$ cat src/rtl/disp_pkg.sv
// rtl/disp_pkg.sv - shared constants and types for the summed-value display scanner
package disp_pkg;

  localparam int NUM_DIGITS = 4;
  localparam int SEG_W      = 7;

  typedef logic [3:0]       hex_t;
  typedef logic [0:SEG_W-1] seg_t;   // index 0 = segment a, 6 = segment g, 0 = lit

  localparam seg_t SEG_BLANK = 7'b1111111;

  localparam seg_t SEG_TABLE [16] = '{
    7'b0000001, 7'b1001111, 7'b0010010, 7'b0000110,
    7'b1001100, 7'b0100100, 7'b0100000, 7'b0001111,
    7'b0000000, 7'b0000100, 7'b0001000, 7'b1100000,
    7'b0110001, 7'b1000010, 7'b0110000, 7'b0111000
  };

endpackage

$ cat src/rtl/sum_display_scan_if.sv
// rtl/sum_display_scan_if.sv - capture/control inputs and multiplexed display outputs
interface sum_display_scan_if;
  import disp_pkg::*;

  hex_t       value_in;
  logic       value_valid;
  logic       clear;
  logic       hold;
  seg_t       leds;
  logic [3:0] an;
  logic       dp;

  modport master (output value_in, value_valid, clear, hold, input leds, an, dp);
  modport slave  (input value_in, value_valid, clear, hold, output leds, an, dp);

endinterface

$ cat src/rtl/hex7seg.sv
// rtl/hex7seg.sv - combinational hex digit to active-low seven-segment decoder
module hex7seg
  import disp_pkg::*;
(
  input  hex_t hex_i,
  output seg_t seg_o
);

  assign seg_o = SEG_TABLE[hex_i];

endmodule

$ cat src/rtl/sum_display_scan.sv
// rtl/sum_display_scan.sv - 4-deep result history scanned onto a multiplexed 7-seg display
// Optional macro BLANK_UNUSED_EN blanks digits not yet filled since reset/clear.
module sum_display_scan
  import disp_pkg::*;
#(
  parameter int SCAN_DIV = 50000
) (
  input  logic               clock,
  input  logic               reset,
  sum_display_scan_if.slave  bus
);

  localparam int PW = (SCAN_DIV <= 2) ? 1 : $clog2(SCAN_DIV);

`ifdef BLANK_UNUSED_EN
  localparam bit BLANK_EN = 1'b1;
`else
  localparam bit BLANK_EN = 1'b0;
`endif

  hex_t          hist_q [NUM_DIGITS];
  hex_t          hist_d [NUM_DIGITS];
  logic [2:0]    cnt_q, cnt_d;
  logic [PW-1:0] presc_q, presc_d;
  logic [1:0]    idx_q, idx_d;
  seg_t          leds_q, leds_d;
  logic [3:0]    an_q, an_d;
  logic          dp_q, dp_d;
  seg_t          seg_w;
  logic          term_w;

  // clear beats hold, hold beats a capture strobe
  always_comb begin
    hist_d = hist_q;
    cnt_d  = cnt_q;
    if (bus.clear) begin
      for (int i = 0; i < NUM_DIGITS; i++) hist_d[i] = '0;
      cnt_d = '0;
    end else if (bus.value_valid && !bus.hold) begin
      hist_d[0] = bus.value_in;
      for (int i = 1; i < NUM_DIGITS; i++) hist_d[i] = hist_q[i-1];
      cnt_d = (cnt_q == 3'd4) ? cnt_q : cnt_q + 3'd1;
    end
  end

  assign term_w  = (presc_q == PW'(SCAN_DIV - 1));
  assign presc_d = term_w ? '0 : presc_q + 1'b1;
  assign idx_d   = term_w ? idx_q + 2'd1 : idx_q;

  hex7seg u_dec (
    .hex_i (hist_q[idx_q]),
    .seg_o (seg_w)
  );

  assign leds_d = (BLANK_EN && ({1'b0, idx_q} >= cnt_q)) ? SEG_BLANK : seg_w;
  assign an_d   = ~(4'b0001 << idx_q);
  assign dp_d   = (idx_q != 2'd0);

  always_ff @(posedge clock or negedge reset) begin
    if (!reset) begin
      for (int i = 0; i < NUM_DIGITS; i++) hist_q[i] <= '0;
      cnt_q   <= '0;
      presc_q <= '0;
      idx_q   <= '0;
      leds_q  <= SEG_BLANK;
      an_q    <= 4'b1111;
      dp_q    <= 1'b1;
    end else begin
      for (int i = 0; i < NUM_DIGITS; i++) hist_q[i] <= hist_d[i];
      cnt_q   <= cnt_d;
      presc_q <= presc_d;
      idx_q   <= idx_d;
      leds_q  <= leds_d;
      an_q    <= an_d;
      dp_q    <= dp_d;
    end
  end

  assign bus.leds = leds_q;
  assign bus.an   = an_q;
  assign bus.dp   = dp_q;

endmodule

$ cat src/flat_wrapper.sv
// flat-port wrapper written by rule: the top's interface ports become plain ports
module sum_display_scan_flat import disp_pkg::*;
#(
  parameter int SCAN_DIV = 50000
)
  (clock, reset, bus_value_in, bus_value_valid, bus_clear, bus_hold, bus_leds, bus_an, bus_dp);
  sum_display_scan_if bus_i ();
  input  logic clock;
  input  logic reset;
  input wire logic [$bits(bus_i.value_in)-1:0] bus_value_in;
  input wire logic [$bits(bus_i.value_valid)-1:0] bus_value_valid;
  input wire logic [$bits(bus_i.clear)-1:0] bus_clear;
  input wire logic [$bits(bus_i.hold)-1:0] bus_hold;
  output wire logic [$bits(bus_i.leds)-1:0] bus_leds;
  output wire logic [$bits(bus_i.an)-1:0] bus_an;
  output wire logic [$bits(bus_i.dp)-1:0] bus_dp;
  assign bus_i.value_in = bus_value_in;
  assign bus_i.value_valid = bus_value_valid;
  assign bus_i.clear = bus_clear;
  assign bus_i.hold = bus_hold;
  assign bus_leds = bus_i.leds;
  assign bus_an = bus_i.an;
  assign bus_dp = bus_i.dp;
  sum_display_scan #(.SCAN_DIV(SCAN_DIV)) u_core (.clock(clock), .reset(reset), .bus(bus_i));
endmodule
$ cat config.mk
export PLATFORM = sky130hd
export DESIGN_NAME = sum_display_scan_flat
export DESIGN_NICKNAME = d
export VERILOG_FILES = /design/src/rtl/disp_pkg.sv /design/src/rtl/sum_display_scan_if.sv /design/src/rtl/hex7seg.sv /design/src/rtl/sum_display_scan.sv /design/src/flat_wrapper.sv
export SDC_FILE = /design/constraint.sdc
export NUM_CORES = 1
export LEC_CHECK = 0
export CAP_MARGIN = 15
export CORE_MARGIN = 2
export CORE_UTILIZATION = 30
export DETAILED_ROUTE_END_ITERATION = 7
export PLACE_DENSITY = 0.54
export SLEW_MARGIN = 15
export SYNTH_ARGS = -nofsm -noshare
export SYNTH_HDL_FRONTEND = slang
export SYNTH_SLANG_ARGS = --single-unit
$ cat constraint.sdc
create_clock -name clock -period 4.75 [get_ports clock]
set_input_delay 0.95 -clock clock [delete_from_list [all_inputs] [get_ports clock]]
set_output_delay 0.95 -clock clock [all_outputs]
set_load 0.01 [all_outputs]
==> impl_metrics.csv, run 1 <==
group,metric,value,unit
outcome,status,"finished, final reports clean",
route,vias,1408,
floorplan,core-area,7180,µm²
synth,syn_area,2190,µm²
final_layout,fillers,722,
synth,synth_compound_area_share,8.23,%
hold_path,worstHoldEndpoint,"u_core.presc_q[0]$_DFF_PN0_",
clock_tree,path_clk_slew,0.08,ns
synth,syn-num-nets,224,
global_routing,grt_pass1_vias,1364,
global_routing,gr-total-overflow,0,
worst_setup_path,crit_type,"input port to flop",
global_routing,track_usage,10.1,%
worst_setup_path,regToRegSetupSlack,2.69,ns
floorplan,die_y,89.4,µm
synth,synth_top_family_by_area,"simple AND/OR/NAND/NOR gates",
hold_path,min_path_cells,1,
synth,synth-seq-cells,45,
power,leakage,1.02,nW
sta,tightest_slew,1.06,ns
route,post-route-drc-count,0,
floorplan,die-area,8000,µm²
worst_setup_path,r2r_start,"u_core.presc_q[7]$_DFF_PN0_",
floorplan,pin_count,21,
worst_setup_path,crit_fanout,16,
final_layout,diodes,0,
route,viasPerCell,4.40,
global_routing,grt_pass1_wl,6290,µm
route,wl_met2,1670,µm
place,dp_slack,2.08,ns
sta,hold_viol,0,
hold_path,hold_start,"u_core.presc_q[0]$_DFF_PN0_",
sta,slew_headroom,29.2,%
place,globalplace.congestion,0.705,
synth,ys_seq_area_share,52.1,%
synth,synth-simple-area-share,18.0,%
synth,avgSynthCellArea,10.7,µm²
clock_tree,cts_inserted_buffers,5,
floorplan,fp-row-count,31,
final_layout,design_area,2520,µm²
final_layout,final_util,35.1,%
route,routed.top_layer,"met4",
clock_tree,hold_buffers,0,
final_layout,mostFrequentLayoutCells,"nand2_1, dfrtp_1, a21oi_1, clkdlybuf4s50_1",
sta,min_period,2.34,ns
job,maxCapViolCount,0,
synth,yosys.area_share.xor_xnor,4.80,%
clock_tree,cts_tree,"yes",
synth,syn_inst,204,
final_layout,drive_gt1_share,11.8,%
clock_tree,ctsLongestPathBuffers,2,
floorplan,die_w,89.4,µm
place,placed_area,2440,µm²
synth,yosysWarnings,0,
place,io_buffers,20,
sta,min_period_over_period,49.2,%
route,dr.pass1.iters,4,
route,drt_iter0_drc,81,
route,post_drt_wl_per_cell,11.2,µm
place,dpl.hpwl,2440,µm
final_layout,syn2layout_area_growth,15.1,%
clock_tree,root_buffer,"clkbuf_8",
synth,ys_types,36,
power,p_per_area,264,nW/µm²
worst_setup_path,ff2ff_path_depth,4,
global_routing,antenna_found_initial,0,
worst_setup_path,reg2reg_to,"u_core.presc_q[15]$_DFF_PN0_",
worst_setup_path,end_kind,"flop",
clock_tree,htree_levels,2,
clock_tree,clock-sinks,45,
sta,setup_viol,0,
final_layout,nets,241,
sta,setup_tns,0,ns
route,ant_nets,0,
worst_setup_path,cp-start-kind,"input port",
power,vdd_drop_max,83.2,µV
synth,synth_mux_area_share,5.83,%
route,wl,3570,µm
worst_setup_path,crit_arrival,2.55,ns
hold_path,worstHoldPathType,"flop to flop",
final_layout,mostFrequentLayoutCell,"nand2_1",
sta,fmax,0.428,GHz
worst_setup_path,critPathRequiredTime,4.96,ns
clock_tree,cts_setup_buffers,0,
power,p_total,666,µW
floorplan,initial_core_util,30.5,%
sta,drv_slew,0,
sta,rsz0062_at_grt,"false",
clock_tree,clk_latency,0.29,ns
route,dr_wl_met3,78,µm
route,wl_met1,1750,µm
synth,synthAdderAreaFrac,6.29,%
global_routing,grt_max_degree,46,
clock_tree,cts_resized,0,
sta,skew,0.00353,ns
sta,setup_ws,2.41,ns
cell type report:
type	instances	area, µm²	share of cell area, %
repair buffers	20	195	7.74
inverters	11	41.3	1.64
multi-input cells	138	945	37.5
flip-flops and latches	45	1140	45.2
clock buffers	6	72.6	2.88
well taps	99	124	4.91
clock inverters	1	3.75	0.149
cell usage after synthesis:
cell type	count	area share (%)
xnor2_1	8	3.2
nor2b_1	3	0.86
o21a_1	3	1.0
nand3_1	5	1.1
nand4_1	2	0.57
and4_1	2	0.80
o31ai_1	1	0.34
nor4_4	1	0.97
mux2_2	3	1.5
buf_4	1	0.34
ha_1	11	6.3
nand2b_1	2	0.57
and2b_1	1	0.34
or3_1	3	0.86
xor2_1	4	1.6
buf_6	3	1.5
dfstp_2	11	13
a22oi_1	1	0.34
nand3_4	1	0.80
clkbuf_1	5	0.86
nand4bb_1	1	0.51
o22ai_1	3	0.86
nor2_1	8	1.4
buf_1	1	0.17
or4b_1	1	0.46
nor3_1	2	0.46
inv_1	11	1.9
a22o_1	1	0.40
o21ai_0	4	0.91
nor3b_2	1	0.57
mux4_2	3	3.1
nand2_1	42	7.2
dfrtp_1	34	39
a21oi_1	19	4.3
mux4_1	1	1.2
or4bb_1	1	0.51
power by group:
part,switching (mW),internal (mW),total [mW]
registers,0.00293,0.393,0.396
logic,0.0282,0.0228,0.0510
clock network,0.120,0.0993,0.219
critical path, stage by stage:
cell	delay (ns)
clkdlybuf4s50_1	0.47
nor2b_1	0.83
nand2_1	0.12
a21oi_1	0.17
flip-flops by register name, summed over array words and instances (netlist names):
name	count
u_core.hist_q	16
u_core.presc_q	16
u_core.bus.leds	7
u_core.bus.an	4
u_core.idx_q	2
layer usage:
metal,up-vias,GRT usage [%]
met5,-,0
li1,718,-
met1,661,13.4
met3,7,1.75
met2,22,15.7
met4,0,5.56
kinds of logic after synthesis:
| family | after synthesis |
|---|---|
| xor+xnor | 12 |
| compound gates | 32 |
| simple gates | 76 |
| flops | 45 |
| buf+inv | 21 |
| fa+ha+maj | 11 |
| mux | 7 |
worst max-delay path by stage:
stage,cells after the start,slack [ns],from,end
floorplan,6,2.94,u_core.idx_q[0]$_DFFE_PN0N_,u_core.bus.leds[6]$_DFF_PN1_
global placement,4,2.12,bus_value_valid,u_core.hist_q[14]$_DFFE_PN0P_
detailed placement,4,2.08,bus_value_valid,u_core.hist_q[7]$_DFFE_PN0P_
CTS,4,2.40,bus_value_valid,u_core.hist_q[7]$_DFFE_PN0P_
global route,4,2.27,bus_value_valid,u_core.hist_q[7]$_DFFE_PN0P_
finish,4,2.41,bus_value_valid,u_core.hist_q[0]$_DFFE_PN0P_
metrics by stage:
| stage | hold WS [ns] | std cells |
|---|---|---|
| 2_1_floorplan | 0.444 | 204 |
| 3_3_place_gp | 0.477 | 313 |
| 3_5_place_dp | 0.484 | 313 |
| 4_1_cts | 0.499 | 320 |
| 5_1_grt | 0.526 | 320 |
| 6_report | 0.491 | 320 |
(Power assumes the default switching activity.)
==> run 2, diff against run 1 <==
--- a/config.mk
+++ b/config.mk
@@ -9,7 +9,7 @@
 export CORE_MARGIN = 2
 export CORE_UTILIZATION = 30
 export DETAILED_ROUTE_END_ITERATION = 7
-export PLACE_DENSITY = 0.54
+export PLACE_DENSITY = 0.56
 export SLEW_MARGIN = 15
 export SYNTH_ARGS = -nofsm -noshare
 export SYNTH_HDL_FRONTEND = slang
==> constraint.sdc (replaced) <==
create_clock -name clock -period 2.09 [get_ports clock]
set_input_delay 0.418 -clock clock [delete_from_list [all_inputs] [get_ports clock]]
set_output_delay 0.418 -clock clock [all_outputs]
set_load 0.01 [all_outputs]
==> impl_metrics.csv, run 2 (synthesized netlist as in run 1, its figures left out) <==
group,metric,value,unit
worst_setup_path,reg2reg_to,"u_core.bus.leds[6]$_DFF_PN1_",
final_layout,syn2layout_area_growth,17.9,%
clock_tree,clock-sinks,45,
worst_setup_path,worst_path_most_repeated_cell,"inv_1",
floorplan,core-area,7180,µm²
sta,slew_headroom,59.0,%
worst_setup_path,end_kind,"flop",
power,p_seq_share,57.4,%
floorplan,die_w,89.4,µm
sta,setup_viol,0,
worst_setup_path,cp-start-kind,"flop",
final_layout,mostFrequentLayoutCell,"nand2_1",
final_layout,nets,247,
final_layout,mostFrequentLayoutCells,"nand2_1, dfrtp_1, a21oi_1, clkdlybuf4s50_1",
global_routing,grt_max_degree,46,
clock_tree,cts_resized,0,
floorplan,fp-row-count,31,
floorplan,initial_core_util,30.5,%
final_layout,seq_area,1140,µm²
global_routing,grt_pass1_wl,6440,µm
sta,hold_viol,0,
final_layout,multi_input_area,945,µm²
worst_setup_path,ff2ff_path_depth,5,
global_routing,antenna_found_initial,0,
power,switching_share,22.8,%
clock_tree,cts_inserted_buffers,5,
worst_setup_path,crit_arrival,2.04,ns
sta,min_period,1.83,ns
floorplan,die_y,89.4,µm
job,maxCapViolCount,0,
clock_tree,root_buffer,"clkbuf_8",
route,drt_iter0_drc,50,
hold_path,worstHoldPathType,"input port to async pin",
sta,skew,0.00438,ns
place,globalplace.congestion,0.745,
sta,tightest_slew,0.614,ns
sta,rsz0062_at_grt,"false",
clock_tree,path_clk_slew,0.08,ns
outcome,status,"finished, final reports clean",
power,power.internal,1.21,mW
worst_setup_path,r2r_start,"u_core.idx_q[0]$_DFFE_PN0N_",
sta,fmax,0.545,GHz
worst_setup_path,regToRegSetupSlack,0.26,ns
clock_tree,clk_latency,0.29,ns
clock_tree,htree_levels,2,
final_layout,drive_gt1_share,14.9,%
power,power_frac_comb,7.7,%
worst_setup_path,crit_slowest_cell,"mux4_1",
floorplan,pin_count,21,
clock_tree,hold_buffers,0,
power,leakage,1.06,nW
power,p_clk_share,34.9,%
sta,min_period_over_period,87.8,%
route,ant_nets,0,
floorplan,die-area,8000,µm²
worst_setup_path,crit_type,"flop to flop",
clock_tree,ctsLongestPathBuffers,2,
clock_tree,cts_setup_buffers,0,
global_routing,gr-total-overflow,0,
worst_setup_path,path_buf_inv,2,
final_layout,diodes,0,
global_routing,grt_pass1_vias,1343,
power,p_switching,357,µW
place,io_buffers,20,
route,viasPerCell,4.43,
place,dpl.hpwl,2500,µm
worst_setup_path,cp_top_family,"multiplexers",
route,dr.pass1.iters,4,
sta,setup_tns,0,ns
clock_tree,cts_tree,"yes",
worst_setup_path,cpPeakStageDelay,0.67,ns
worst_setup_path,path_cells,"mux4_1 -> inv_1 -> ha_1 -> inv_1 -> o31ai_1",
final_layout,final_util,36.0,%
route,post-route-drc-count,0,
power,p_per_area,607,nW/µm²
worst_setup_path,crit_fanout,6,
sta,drv_slew,0,
global_routing,track_usage,10.2,%
final_layout,fillers,707,
power,vdd_drop_max,244,µV
route,vias,1449,
worst_setup_path,critPathRequiredTime,2.30,ns
route,post_drt_wl_per_cell,11.1,µm
route,wl,3620,µm
==> run 2: layout make-up <==
type	instances	area share [%]
flip-flops and latches	45	44.2
repair buffers	26	9.31
clock buffers	6	3.20
clock inverters	2	0.339
well taps	99	4.80
inverters	11	1.60
multi-input cells	138	36.6
==> run 2: worst reg2reg max path: cells and delay by family (launching register included) <==
family                     cells  cell delay (ns)
AOI/OAI and AO/OA              1             0.24
DFF                            1             0.41
adders and majority gates      1             0.22
buffers and inverters          2             0.22
muxes                          1             0.67
==> run 2: per-stage QoR <==
step	cell area [µm²]	worst slack, ns	hold WS, ns	power, mW	instances
detailed placement	2490	0.254	0.464	1.04	319
CTS	2580	0.236	0.213	1.60	327
global placement	2490	0.307	0.459	1.04	319
global route	2580	0.103	0.247	1.64	327
floorplan	2190	0.282	0.122	0.975	204
finish	2580	0.256	0.195	1.57	327
==> run 2: power groups by stage <==
stage               clock, mW  combinational [mW]  sequential, mW
floorplan                   0              0.0536           0.921
global placement            0               0.123           0.917
detailed placement          0               0.123           0.916
CTS                     0.572               0.124           0.900
global route            0.606               0.136           0.902
finish                  0.547               0.121           0.900
==> run 2: worst max-delay path by stage <==
stage	from	end	slack (ns)	depth (start not counted)
global route	u_core.idx_q[0]$_DFFE_PN0N_	u_core.bus.leds[3]$_DFF_PN1_	0.10	6
global placement	u_core.presc_q[7]$_DFF_PN0_	u_core.presc_q[1]$_DFF_PN0_	0.31	4
floorplan	u_core.idx_q[0]$_DFFE_PN0N_	u_core.bus.leds[6]$_DFF_PN1_	0.28	6
detailed placement	u_core.idx_q[0]$_DFFE_PN0N_	u_core.bus.leds[6]$_DFF_PN1_	0.25	5
finish	u_core.idx_q[0]$_DFFE_PN0N_	u_core.bus.leds[6]$_DFF_PN1_	0.26	5
CTS	u_core.idx_q[0]$_DFFE_PN0N_	u_core.bus.leds[6]$_DFF_PN1_	0.24	5
==> run 2: routing by layer <==
layer	GRT usage (%)	share of wire (%)	vias up
li1	-	-	727
met1	14.5	51	695
met2	15.4	44	25
met3	2.68	3.3	2
met4	2.85	0.94	0
met5	0	0	-
